===== src/rtl/boot_loader.sv =====
// boot_loader: streams a length-prefixed little-endian image from a byte channel into instruction memory.
// Optional trailing-checksum verification is enabled by defining BOOT_LOADER_CHECKSUM_EN.
`default_nettype none

module boot_loader #(
    parameter int ADDR_BITS = 10
) (
    input  logic        clk,
    input  logic        rst,
    input  logic        start,
    input  logic [7:0]  rx_data,
    input  logic        rx_valid,
    output logic        rx_ready,
    output logic        mem_w_enb,
    output logic [31:0] mem_addr,
    output logic [31:0] mem_w_data,
    output logic        core_rst,
    output logic        busy,
    output logic        done,
    output logic        error
);

    typedef enum logic [2:0] {
        IDLE   = 3'd0,
        LEN_LO = 3'd1,
        LEN_HI = 3'd2,
        DATA   = 3'd3,
`ifdef BOOT_LOADER_CHECKSUM_EN
        CHECK  = 3'd4,
`endif
        DONE   = 3'd5,
        ERROR  = 3'd6
    } state_t;

    localparam logic [16:0] MAX_WORDS = 17'd1 << ADDR_BITS;
`ifdef BOOT_LOADER_CHECKSUM_EN
    localparam state_t PAYLOAD_END = CHECK;
`else
    localparam state_t PAYLOAD_END = DONE;
`endif

    state_t      state, next_state;
    logic [15:0] len;
    logic [15:0] word_cnt;
    logic [1:0]  byte_cnt;
    logic [23:0] word_buf;
    logic        accept;
    logic        last_word;
    logic        restart;
    logic [15:0] header_len;
`ifdef BOOT_LOADER_CHECKSUM_EN
    logic [7:0]  sum;
    logic [7:0]  sum_total;
    assign sum_total = sum + rx_data;
`endif

`ifdef BOOT_LOADER_CHECKSUM_EN
    assign rx_ready = (state == LEN_LO) || (state == LEN_HI) || (state == DATA) || (state == CHECK);
`else
    assign rx_ready = (state == LEN_LO) || (state == LEN_HI) || (state == DATA);
`endif
    assign busy       = rx_ready;
    assign done       = (state == DONE);
    assign error      = (state == ERROR);
    assign core_rst   = (state != DONE);
    assign accept     = rx_valid && rx_ready;
    assign last_word  = (word_cnt == len - 16'd1);
    assign header_len = {rx_data, len[7:0]};
    assign restart    = start && ((state == IDLE) || (state == DONE) || (state == ERROR));

    always_ff @(posedge clk or negedge rst) begin
        if (!rst) begin
            state <= IDLE;
        end else begin
            state <= next_state;
        end
    end

    always_comb begin
        next_state = state;
        case (state)
            IDLE:    if (start) next_state = LEN_LO;
            LEN_LO:  if (accept) next_state = LEN_HI;
            LEN_HI: begin
                if (accept) begin
                    if (header_len == 16'd0)
                        next_state = PAYLOAD_END;
                    else if ({1'b0, header_len} > MAX_WORDS)
                        next_state = ERROR;
                    else
                        next_state = DATA;
                end
            end
            DATA:    if (accept && byte_cnt == 2'd3 && last_word) next_state = PAYLOAD_END;
`ifdef BOOT_LOADER_CHECKSUM_EN
            CHECK:   if (accept) next_state = (sum_total == 8'd0) ? DONE : ERROR;
`endif
            DONE:    if (start) next_state = LEN_LO;
            ERROR:   if (start) next_state = LEN_LO;
            default: next_state = IDLE;
        endcase
    end

    // Datapath: the strobe is registered so it lands in the cycle after the 4th byte.
    always_ff @(posedge clk or negedge rst) begin
        if (!rst) begin
            len        <= 16'd0;
            word_cnt   <= 16'd0;
            byte_cnt   <= 2'd0;
            word_buf   <= 24'd0;
            mem_w_enb  <= 1'b0;
            mem_addr   <= 32'd0;
            mem_w_data <= 32'd0;
`ifdef BOOT_LOADER_CHECKSUM_EN
            sum        <= 8'd0;
`endif
        end else begin
            mem_w_enb <= 1'b0;
            if (restart) begin
                word_cnt <= 16'd0;
                byte_cnt <= 2'd0;
`ifdef BOOT_LOADER_CHECKSUM_EN
                sum      <= 8'd0;
`endif
            end
            if (accept && state == LEN_LO) len[7:0]  <= rx_data;
            if (accept && state == LEN_HI) len[15:8] <= rx_data;
            if (accept && state == DATA) begin
                byte_cnt <= byte_cnt + 2'd1;
`ifdef BOOT_LOADER_CHECKSUM_EN
                sum      <= sum_total;
`endif
                case (byte_cnt)
                    2'd0: word_buf[7:0]   <= rx_data;
                    2'd1: word_buf[15:8]  <= rx_data;
                    2'd2: word_buf[23:16] <= rx_data;
                    default: begin
                        mem_w_enb  <= 1'b1;
                        mem_addr   <= {14'd0, word_cnt, 2'b00};
                        mem_w_data <= {rx_data, word_buf};
                        word_cnt   <= word_cnt + 16'd1;
                    end
                endcase
            end
        end
    end

endmodule

`default_nettype wire


===== config.mk =====
export PLATFORM = sky130hd
export DESIGN_NAME = boot_loader
export DESIGN_NICKNAME = d
export VERILOG_FILES = /design/src/rtl/boot_loader.sv
export SDC_FILE = /design/constraint.sdc
export NUM_CORES = 1
export LEC_CHECK = 0
export ABC_AREA = 1
export BUFFER_PORTS_ARGS = -buffer_cell sky130_fd_sc_hd__buf_2
export CAP_MARGIN = 20
export CELL_PAD_IN_SITES_DETAIL_PLACEMENT = 0
export CELL_PAD_IN_SITES_GLOBAL_PLACEMENT = 1
export CORE_MARGIN = 2
export CORE_UTILIZATION = 35
export DETAILED_ROUTE_END_ITERATION = 7
export PLACE_DENSITY = 0.79
export SKIP_CTS_REPAIR_TIMING = 1
export SLEW_MARGIN = 20
export SYNTH_ARGS = -nofsm -noshare
export SYNTH_HDL_FRONTEND = slang
export SYNTH_SLANG_ARGS = --single-unit

===== constraint.sdc =====
create_clock -name clk -period 2.4 [get_ports clk]
set_input_delay 0.72 -clock clk [delete_from_list [all_inputs] [get_ports clk]]
set_output_delay 0.72 -clock clk [all_outputs]
set_load 0.005 [all_outputs]

==> metrics.txt <==
outcome finished, final reports clean; Num CTS Buffers 9; Critical Path AT 1.40 ns; internal power 0.00356 W; routed via count 4,357; post-detail-place hpwl 9.51 mm; Post-Syn Area 5240 sq um; clk_lat worst skew 0.35 ns; critical path class register to primary output; First DRT Iteration DRCs 342; switching share of power 35.8%; Fin Setup TNS 0 ns; dominant synthesized flop cell dfrtp_1; Clock Pin Slew Worst Setup and Hold Paths 0.07 ns; reg-to-reg startpoint len[0]$_DFFE_PN0P_; drc violations 0; Antenna Cells 0; Worst VDD drop 0.496 mV; R2R depth 17; Pre-Repair DR Iteration Count 5; Post-synth EDFFs 0; TritonCTS clock tree done; DR WL met2 5.60 mm; pre-CTS setup slack 0.185 ns; most frequent cells in the layout 249 x nand2_1, 110 x dfrtp_1, 74 x o21ai_0; final hold vios 0; met3 WL post-DR 602 um; net switching power figure 0.00198 W; I/O Buffers 65; Tcrit/Tclk final 88.5%; residual overflow from global routing 0; fin worst setup slack 0.277 ns; final WL 12.8 mm; share of layout cells above drive strength 1 14.6%; Seq cells post-synth 110; Worst Setup Start Kind register; Die Span Y 126 um; vias per inst 4.82; PD cells 917 nW/um^2; crit path capture type primary output; commonest non-fill, non-tap cell in the layout nand2_1; initial core utilization 35.9%; post-synthesis cell count 648; required time of the critical path 1.68 ns; worst relative slew slack 64.4%; vias in the first global route 4,168; skew final 0.00684 ns; Fmax achieved 471 MHz; GP Congestion 0.842; Total GRT Usage 16.6%; RSZ-0062 raised after global routing false; FF-to-FF setup slack 0.34 ns; Root Driver clkbuf_16; die width 126 um; post-layout min period 2.12 ns; largest net degree at the start of global routing 41; Clock power frac 27.4%; CTS H-Tree Depth 3; I/O pin total 82; CTS max path bufs 2; min-delay worst type input port to async pin; die area 16,000 sq um; Area Overhead vs Synth 15.5%; Final Slew Violations 0; core box area 14,600 sq um; initial antenna violation count 0; Comb power frac 28.2%; Rows 44; Worst Tran Pin Value 0.530 ns; nets@finish 733; MaxCap Viol Count 0; first-pass GRT wire length 21.0 mm; Netlist cell types 33; antenna-violating nets left 0; clk sinks 110; crit path max fanout 5; Post-synth ARST share 100%; register area share after synthesis 52.6%; Synth Warn # 0; met1 WL 6.37 mm; leakage 3.25 nW; uppermost layer routed met4; Mean Syn Cell Area 8.08 sq um; Reg power frac 44.4%; worst r2r dst state[1]$_DFFE_PN0P_; Setup violations, final 0; WL per Instance 14.2 um
state kept, by name (all words and copies together), names as in the netlist:
signal      cells
mem_w_data     32
word_buf       24
len            16
mem_addr       16
word_cnt       16
state           3
byte_cnt        2
mem_w_enb       1
per-layer routing:
metal  vias to the layer above  global-route usage [%]
met5                         -                       0
met4                         0                    6.40
met3                        18                    2.49
met2                       102                    24.6
met1                      2078                    24.5
li1                       2159                       -
metrics by stage:
step	area (sq um)	util [%]	power [W]	hold WS [ns]	std cells
2_1_floorplan	5290	-	0.00358	0.424	663
3_3_place_gp	5750	39.4	0.00399	0.455	888
3_5_place_dp	5750	39.4	0.00405	0.456	888
4_1_cts	6050	41.5	0.00558	0.343	904
5_1_grt	6050	41.5	0.00596	0.358	904
6_report	6050	41.5	0.00555	0.329	904
worst max-delay path, stage by stage (launching register included):
cell and delay (ns):
dfrtp_1 0.46, o21ai_0 0.25, buf_4 0.18, inv_1 0.05, buf_2 0.12
power by group through the flow:
stage	sequential (W)	clock (W)	combinational (W)
after floorplan	0.00241	0	0.00118
after global placement	0.00248	0	0.00151
after detailed placement	0.00249	0	0.00156
after CTS	0.00246	0.00156	0.00157
after global routing	0.00250	0.00163	0.00183
final	0.00246	0.00152	0.00157
worst max path at each step:
| stage | start | end | slack, ns |
|---|---|---|---|
| 3_5_place_dp | rx_valid | mem_w_data[3]$_DFFE_PN0P_ | 0.18 |
| 6_report | state[1]$_DFFE_PN0P_ | busy | 0.28 |
| 4_1_cts | state[0]$_DFFE_PN0P_ | busy | 0.26 |
| 2_1_floorplan | rx_valid | word_cnt[12]$_DFF_PN0_ | 0.67 |
| 5_1_grt | len[0]$_DFFE_PN0P_ | state[0]$_DFFE_PN0P_ | 0.008 |
| 3_3_place_gp | rx_valid | mem_w_data[10]$_DFFE_PN0P_ | 0.28 |
synthesized netlist by cell type (5+ instances only):
| master | n | area, sq um |
|---|---|---|
| inv_1 | 51 | 191 |
| dfrtp_1 | 110 | 2750 |
| ha_1 | 6 | 75.1 |
| nor3_1 | 5 | 25.0 |
| nand3_1 | 30 | 150 |
| nor2_1 | 39 | 146 |
| nand2_1 | 249 | 935 |
| clkbuf_1 | 8 | 30.0 |
| xnor2_1 | 6 | 52.6 |
| buf_2 | 7 | 35.0 |
| o21ai_0 | 74 | 370 |
| a21oi_1 | 10 | 50.1 |
| buf_4 | 17 | 128 |
final cells by class:
cell class / instances / area [sq um]
clock inverters: 5 / 63.8
well taps: 184 / 230
repair buffers: 75 / 428
inverters: 53 / 199
clock buffers: 11 / 233
multi-input cells: 466 / 2140
flip-flops and latches: 110 / 2750
fillers: 1465 / 8540
cells by family after synthesis:
logic type | count (synthesis) | synth area share, %
AO/OA/AOI/OAI | 91 | 9.05
XOR/XNOR | 8 | 1.34
adder cells (fa/ha/maj) | 6 | 1.43
buffers and inverters | 87 | 7.62
flip-flops | 110 | 52.6
other | 1 | 0.0716
AND/OR/NAND/NOR | 345 | 27.9
Power figures use the tool's default switching activity.
